**config.mk**
```make
export PLATFORM = sky130hd
export DESIGN_NAME = lutram_arbiter
export DESIGN_NICKNAME = d
export VERILOG_FILES = /design/src/rtl/lutram_arbiter_pkg.sv /design/src/rtl/lutram_array.sv /design/src/rtl/lutram_arbiter.sv
export SDC_FILE = /design/constraint.sdc
export NUM_CORES = 1
export LEC_CHECK = 0
export ABC_AREA = 1
export ABC_CLOCK_PERIOD_IN_PS = 2400
export BUFFER_PORTS_ARGS = -buffer_cell sky130_fd_sc_hd__buf_2
export CAP_MARGIN = 20
export CORE_UTILIZATION = 45
export CTS_CLUSTER_DIAMETER = 150
export DETAILED_ROUTE_END_ITERATION = 8
export PLACE_DENSITY = 0.63
export SYNTH_ARGS = -nofsm -noshare
export SYNTH_HDL_FRONTEND = slang
export SYNTH_HIERARCHICAL = 1
export SYNTH_SLANG_ARGS = --single-unit
```
**constraint.sdc**
```tcl
create_clock -name clk -period 2.4 [get_ports clk]
set_input_delay 0.24 -clock clk [delete_from_list [all_inputs] [get_ports clk]]
set_output_delay 0.24 -clock clk [all_outputs]
set_load 0.01 [all_outputs]
```
**src/rtl/lutram_arbiter_pkg.sv**
```systemverilog
// Shared constants and types for the two-client LUT RAM arbiter.
package lutram_arbiter_pkg;

  localparam int ADDR_W = 6;
  localparam int DEPTH  = 64;

  typedef enum logic {
    ST_CLEAR = 1'b0,
    ST_RUN   = 1'b1
  } state_t;

  localparam logic REQ_0 = 1'b0;
  localparam logic REQ_1 = 1'b1;

endpackage

```
**src/rtl/lutram_array.sv**
```systemverilog
// DATA_W x (64x1) distributed-RAM slices: write on clk rise, combinational read, no backpressure.
module lutram_array
  import lutram_arbiter_pkg::*;
#(
  parameter int DATA_W = 8
) (
  input  logic              clk,
  input  logic              we,
  input  logic [ADDR_W-1:0] addr,
  input  logic [DATA_W-1:0] wdata,
  output logic [DATA_W-1:0] rdata
);

  for (genvar b = 0; b < DATA_W; b++) begin : g_slice
    logic [DEPTH-1:0] bits;

    always_ff @(posedge clk) begin
      if (we) bits[addr] <= wdata[b];
    end

    assign rdata[b] = bits[addr];
  end

endmodule

```
**src/rtl/lutram_arbiter.sv**
```systemverilog
// Round-robin arbiter sharing one 64-deep LUT RAM: one access per cycle, read data one cycle after accept.
// Losers wait on READY; optional post-reset zero sweep under LUTRAM_ARBITER_CLEAR_EN holds both READYs low.
module lutram_arbiter
  import lutram_arbiter_pkg::*;
#(
  parameter int DATA_W = 8
) (
  input  logic              clk,
  input  logic              rst_n,
  input  logic              req0_valid,
  input  logic              req0_we,
  input  logic [ADDR_W-1:0] req0_addr,
  input  logic [DATA_W-1:0] req0_wdata,
  input  logic              req1_valid,
  input  logic              req1_we,
  input  logic [ADDR_W-1:0] req1_addr,
  input  logic [DATA_W-1:0] req1_wdata,
  output logic              req0_ready,
  output logic              req1_ready,
  output logic              rsp0_valid,
  output logic [DATA_W-1:0] rsp0_rdata,
  output logic              rsp1_valid,
  output logic [DATA_W-1:0] rsp1_rdata,
  output logic              busy
);

  logic              clearing;
  logic              run;
  logic              prio;
  logic              grant;
  logic              win_we;
  logic [ADDR_W-1:0] win_addr;
  logic [DATA_W-1:0] win_wdata;
  logic              ram_we;
  logic [ADDR_W-1:0] ram_addr;
  logic [DATA_W-1:0] ram_wdata;
  logic [DATA_W-1:0] ram_rdata;
  logic              rd0;
  logic              rd1;

`ifdef LUTRAM_ARBITER_CLEAR_EN
  state_t            state;
  logic [ADDR_W-1:0] clr_cnt;
  logic              busy_q;

  // Counter stops at the last address; leaving ST_CLEAR ends the sweep.
  always_ff @(posedge clk or negedge rst_n) begin
    if (!rst_n) begin
      state   <= ST_CLEAR;
      clr_cnt <= '0;
      busy_q  <= 1'b1;
    end else if (state == ST_CLEAR) begin
      if (clr_cnt == ADDR_W'(DEPTH - 1)) begin
        state  <= ST_RUN;
        busy_q <= 1'b0;
      end else begin
        clr_cnt <= clr_cnt + 1'b1;
      end
    end
  end

  assign clearing = (state == ST_CLEAR);
  assign busy     = busy_q;
`else
  assign clearing = 1'b0;
  assign busy     = 1'b0;
`endif

  // Gating with rst_n keeps both grants low while reset is held.
  assign run        = rst_n & ~clearing;
  assign req0_ready = run & req0_valid & (~req1_valid | (prio == REQ_0));
  assign req1_ready = run & req1_valid & (~req0_valid | (prio == REQ_1));
  assign grant      = req0_ready | req1_ready;

  assign win_we    = req1_ready ? req1_we    : req0_we;
  assign win_addr  = req1_ready ? req1_addr  : req0_addr;
  assign win_wdata = req1_ready ? req1_wdata : req0_wdata;

`ifdef LUTRAM_ARBITER_CLEAR_EN
  assign ram_we    = rst_n & (clearing | (grant & win_we));
  assign ram_addr  = clearing ? clr_cnt : win_addr;
  assign ram_wdata = clearing ? '0      : win_wdata;
`else
  assign ram_we    = grant & win_we;
  assign ram_addr  = win_addr;
  assign ram_wdata = win_wdata;
`endif

  lutram_array #(
    .DATA_W (DATA_W)
  ) u_array (
    .clk   (clk),
    .we    (ram_we),
    .addr  (ram_addr),
    .wdata (ram_wdata),
    .rdata (ram_rdata)
  );

  assign rd0 = req0_ready & ~req0_we;
  assign rd1 = req1_ready & ~req1_we;

  always_ff @(posedge clk or negedge rst_n) begin
    if (!rst_n) begin
      prio       <= REQ_0;
      rsp0_valid <= 1'b0;
      rsp1_valid <= 1'b0;
      rsp0_rdata <= '0;
      rsp1_rdata <= '0;
    end else begin
      rsp0_valid <= rd0;
      rsp1_valid <= rd1;
      if (rd0) rsp0_rdata <= ram_rdata;
      if (rd1) rsp1_rdata <= ram_rdata;
      if (grant) prio <= req0_ready ? REQ_1 : REQ_0;
    end
  end

endmodule
```
; ---- Word level (Yosys, flattened, before mapping)
; Cells that the tools add are included.
[totals]
register_bits = 531
in_bits = 34
[op_classes]
reduce_logical = 1
mux = 30
bitwise_logic = 15
n_lt_le_gt_ge = 2
[op_table]
columns = cell, n
row1 = 64-bit bitwise mux, 8
row2 = 1-bit binary-select mux with 6-bit select, 8
row3 = 1-bit 2-to-1 mux, 11
row4 = 8-bit 2-to-1 mux, 1
row5 = 1-bit AND, 7
row6 = 6-bit by 7-bit less-than comparator with 1-bit output (second input constant), 1
row7 = 1-bit demux with 6-bit select, 1
row8 = 6-bit by 1-bit greater-or-equal comparator with 1-bit output (second input constant), 1
row9 = 6-bit 2-to-1 mux, 1
row10 = 1-bit inverter, 5
row11 = 1-bit OR, 3
row12 = 1-bit logical AND, 1

; ---- Logic depth before layout (Yosys ltp)
[logic_depth]
ltp_word = 9
ltp_mapped = 21
mapped_depth_nobuf = 19

; ---- Modules after synthesis
; The synthesis kept the hierarchy.
[modules_own_cells]
columns = mod, instances, cells_per_inst, area_per_inst_um2, seq_area_each_um2
row1 = lutram_array, 1, 2062, 21478.1, 15374.7
row2 = lutram_arbiter, 1, 133, 993.5, 475.5

; ---- Worst setup path before layout
; OpenSTA, ideal clock, no wires.
[synth_path]
kind = reg2reg
from = register prio
to = register u_array.g_slice[0].bits[24], enable pin
period_less_slack_ns = 2.442
stages_incl_launch_ff = 14
n_path_buf = 3
arrival_time_ns = 2.072
slack_ns = -0.042
setup_time_ns = 0.370
cell_sequence = dfrtp_1 -> inv_2 -> nand2_2 -> nand2_4 -> buf_4 -> nand2_1 -> nand2_1 -> inv_2 -> buf_4 -> nand2_1 -> nor2_2 -> buf_4 -> nand2_1 -> nor2_1
[synth_between]
elab_chain_len = 5
elab_cells_between_ends = 8
cone_classes = 1 x mux / 7 x bitwise
[synth_rtl]
columns = item, line_no
row1 = from (decl), lutram_arbiter.sv:29  ; logic prio;
row2 = from (signal assigned), lutram_arbiter.sv:114  ; if (grant) prio <= req0_ready ? REQ_1 : REQ_0;
row3 = 1-bit inverter, lutram_arbiter.sv:71  ; assign req0_ready = run & req0_valid & (~req1_valid | (prio == REQ_0));
row4 = 1-bit OR, lutram_arbiter.sv:71
row5 = 1-bit AND, lutram_arbiter.sv:71
row6 = 1-bit OR, lutram_arbiter.sv:73  ; assign grant = req0_ready | req1_ready;
row7 = 1-bit AND *, lutram_arbiter.sv:84  ; assign ram_we = grant & win_we;
row8 = "to (signal, indexed assignment)", lutram_array.sv:18  ; if (we) bits[addr] <= wdata[b];
row9 = to (decl), lutram_array.sv:15  ; logic [DEPTH-1:0] bits;
; Mark *: on every way between the ends. The rest lies on a longest branch, timed or not.
; A chain may end at the register's enable or synchronous reset.

; ---- Worst setup path in the final report
[layout_path]
from = register prio
to = register u_array.g_slice[5].bits[43], enable pin
[layout_between]
elab_chain_len = 5
elab_cells_between_ends = 8
cone_classes = 1 x mux / 7 x bitwise
[layout_rtl]
columns = item, line_no
row1 = 1-bit inverter, lutram_arbiter.sv:71
row2 = 1-bit OR, lutram_arbiter.sv:71
row3 = 1-bit AND, lutram_arbiter.sv:71
row4 = 1-bit OR, lutram_arbiter.sv:73
row5 = 1-bit AND *, lutram_arbiter.sv:84
row6 = "to (signal, indexed assignment)", lutram_array.sv:18
row7 = to (decl), lutram_array.sv:15
; Marks and branches as above.

==> out/results.ini <==
[placement]
portBuffers=53
placed_cell_area_um2=24900
dp_cells=2997
hpwl_mm=35.8
place_ws_ns=-0.308
gp_congestion=0.876

[die]
ios=55
core-area_um2=49100
die_w_um=225
rows=81
die_area_um2=50800
start_util=0.458
die_y_um=225

[clock_network]
clk_latency_ns=0.60
cts_tree=built
clock-root-buffer=clkbuf_16
clock_path_buffers=3
path_clk_slew_ns=0.06
cts_sinks=531
cts_buffers=54
cts-htree-levels=2

[grt]
antenna_found_initial=0
grt_max_degree=65
track_usage=0.238
grt_overflow=0
grt_pass1_vias=15628
grt_pass1_wl_mm=90.6

[sta]
setup_slack_ns=-0.0425
tightest_slew_ns=0.850
setup_viol=21
setup_tns_ns=-0.339
fmax_ghz=0.409
finalCritPeriodShare=1.02
holdWs_ns=0.0658
rsz0062_at_grt=true
clock_skew_ns=0.0177
finalHoldViolCount=0
period_minus_slack_ns=2.44
drv_slew=0
maxSlewHeadroom=0.433

[cells_and_area]
fin_area_um2=27600
antenna_cells=0
layout-drive-gt1-share=0.185
fill_cells=4165
area_growth_pct=22.8
layout.nets=2457
post-route-util=0.563
final_cells=3129

[routing]
drtPass1Iterations=6
via_per_inst=5.08
drt_iter0_markers=1592
ant_nets=0
drt-wirelength-per-cell_um=19.1
drt_wl_total_mm=59.9
routed-via-count=15896
drcViolationCount=0

[power]
peakVddDrop_uv=580
power.leakage_nw=11.6
powerDensity_nw_per_um2=772
fin_total_pwr_mw=21.3

[logic_synthesis]
netlist_area_um2=22500
ys.flop_type=edfxtp_1
synthDistinctLibCells=29
synthArstFlopShare=0.0358
netlist_top_cells_count=1283 x nand2_1, 512 x edfxtp_1, 134 x nor2_1
yosysMostFrequentCell=nand2_1
synth_fp_nets=2229
yosys_register_bits=531
syn_avg_cell_area_um2=10.2
synth-seq-area-share=0.705
synthTopCellsByArea=edfxtp_1 68%, nand2_1 21%, nor2_1 2.2%
yosys_warnings=6
synth_largest_area_cell=edfxtp_1
synth_top_cell_area_share=0.684
synth_edf_count=512
syn_inst=2195

[worst_setup_path]
r2r_start=prio$_DFFE_PN0P_
worst-r2r-cell-count=15
r2r_slack_ns=-0.04
r2r-end=u_array/g_slice[5].bits[43]$_DFFE_PP_
cp-start-kind=register
endpoint_kind=register
path_max_fanout=8
cp.required_ns=2.69
arrival_ns=2.74
critPathKind=reg -> reg

[hold_path]
hold_class=in -> reg
min-delay-start=req0_valid
whs_endpoint=prio$_DFFE_PN0P_
hold_depth=3

[run_status]
violations=setup timing
status=finished with violations

[job]
drv_cap=0

timing repair:
item                                   4_1_cts  5_1_grt
hold buffers                                 3        0
gates cloned                                 4        7
pin swaps                                    7       23
setup endpoints to repair                  334      417
endpoints found under the hold margin       29        0
buffers inserted                             7       15
resized for setup                           38      130
flip-flops by register name, summed over array words and instances, names as in the netlist:
| signal | cells |
|---|---|
| u_array/g_slice.bits | 512 |
| prio | 1 |
| rsp0_valid | 1 |
| rsp0_rdata | 8 |
| rsp1_valid | 1 |
| rsp1_rdata | 8 |
how the worst max path moves through the flow:
stage / from / to / slack [ns] / depth (start not counted)
after detailed placement: rst_n / rsp0_rdata[6]$_DFFE_PN0P_ / -0.31 / 21
final: prio$_DFFE_PN0P_ / u_array/g_slice[5].bits[43]$_DFFE_PP_ / -0.04 / 15
after floorplan: prio$_DFFE_PN0P_ / u_array/g_slice[0].bits[24]$_DFFE_PP_ / -0.04 / 13
after global routing: prio$_DFFE_PN0P_ / rsp0_rdata[7]$_DFFE_PN0P_ / -0.14 / 20
after CTS: prio$_DFFE_PN0P_ / rsp0_rdata[3]$_DFFE_PN0P_ / -0.005 / 17
after global placement: rst_n / rsp0_rdata[6]$_DFFE_PN0P_ / -0.24 / 21
critical path: stages, from the launching register on:
cell	delay, ns
dfrtp_1	0.38
inv_2	0.08
nand2_4	0.07
nand2_8	0.13
inv_8	0.05
nand2_1	0.07
nand2_2	0.12
inv_4	0.11
nand2_2	0.06
buf_4	0.15
nor2_4	0.22
buf_12	0.16
nand2_2	0.06
buf_12	0.16
nor2_1	0.10
buf_4	0.19
layout by cell type, fill, tap and decap left out, drive strengths merged, types with 3 or more instances in the layout:
cell,count
dfrtp,19
edfxtp,512
nand2,1288
bufinv,5
clkinvlp,6
clkbuf,74
nor3,6
nand3b,9
buf,249
nand3,40
or2,5
dlygate4sd3,3
o211ai,4
inv,56
clkinv,26
o21ai,10
a21oi,7
nor2,142
cell families after synthesis:
family | after synthesis | share of synthesized area
AND/OR/NAND/NOR | 1489 | 0.258
flip-flops | 531 | 0.705
buffers and inverters | 152 | 0.0310
AO/OA/AOI/OAI | 22 | 0.00540
other | 1 | 0.000167
report_power, final:
group	total (mW)	switching, mW	internal (mW)
registers	10.4	0.0649	10.4
logic	2.66	1.75	0.908
clock network	8.19	3.47	4.72
per-layer routing:
layer / GRT usage / part of all wire / vias to the layer above / routed length [um]
met5: 0 / 0 / - / 0
met4: 0.0816 / 0.028 / 0 / 1650
met3: 0.0319 / 0.067 / 93 / 4030
met2: 0.390 / 0.48 / 562 / 28700
met1: 0.326 / 0.43 / 7661 / 25500
li1: - / - / 7580 / -
area by class of cell:
type	count	area, um^2	share of cell area
Sequential cell	531	15900	0.574
Multi-Input combinational cell	1513	6360	0.230
Timing Repair Buffer	261	2570	0.0930
Clock buffer	67	1420	0.0515
Tap cell	664	831	0.0301
Inverter	62	293	0.0106
Clock inverter	31	280	0.0102
(Power assumes the default switching activity.)
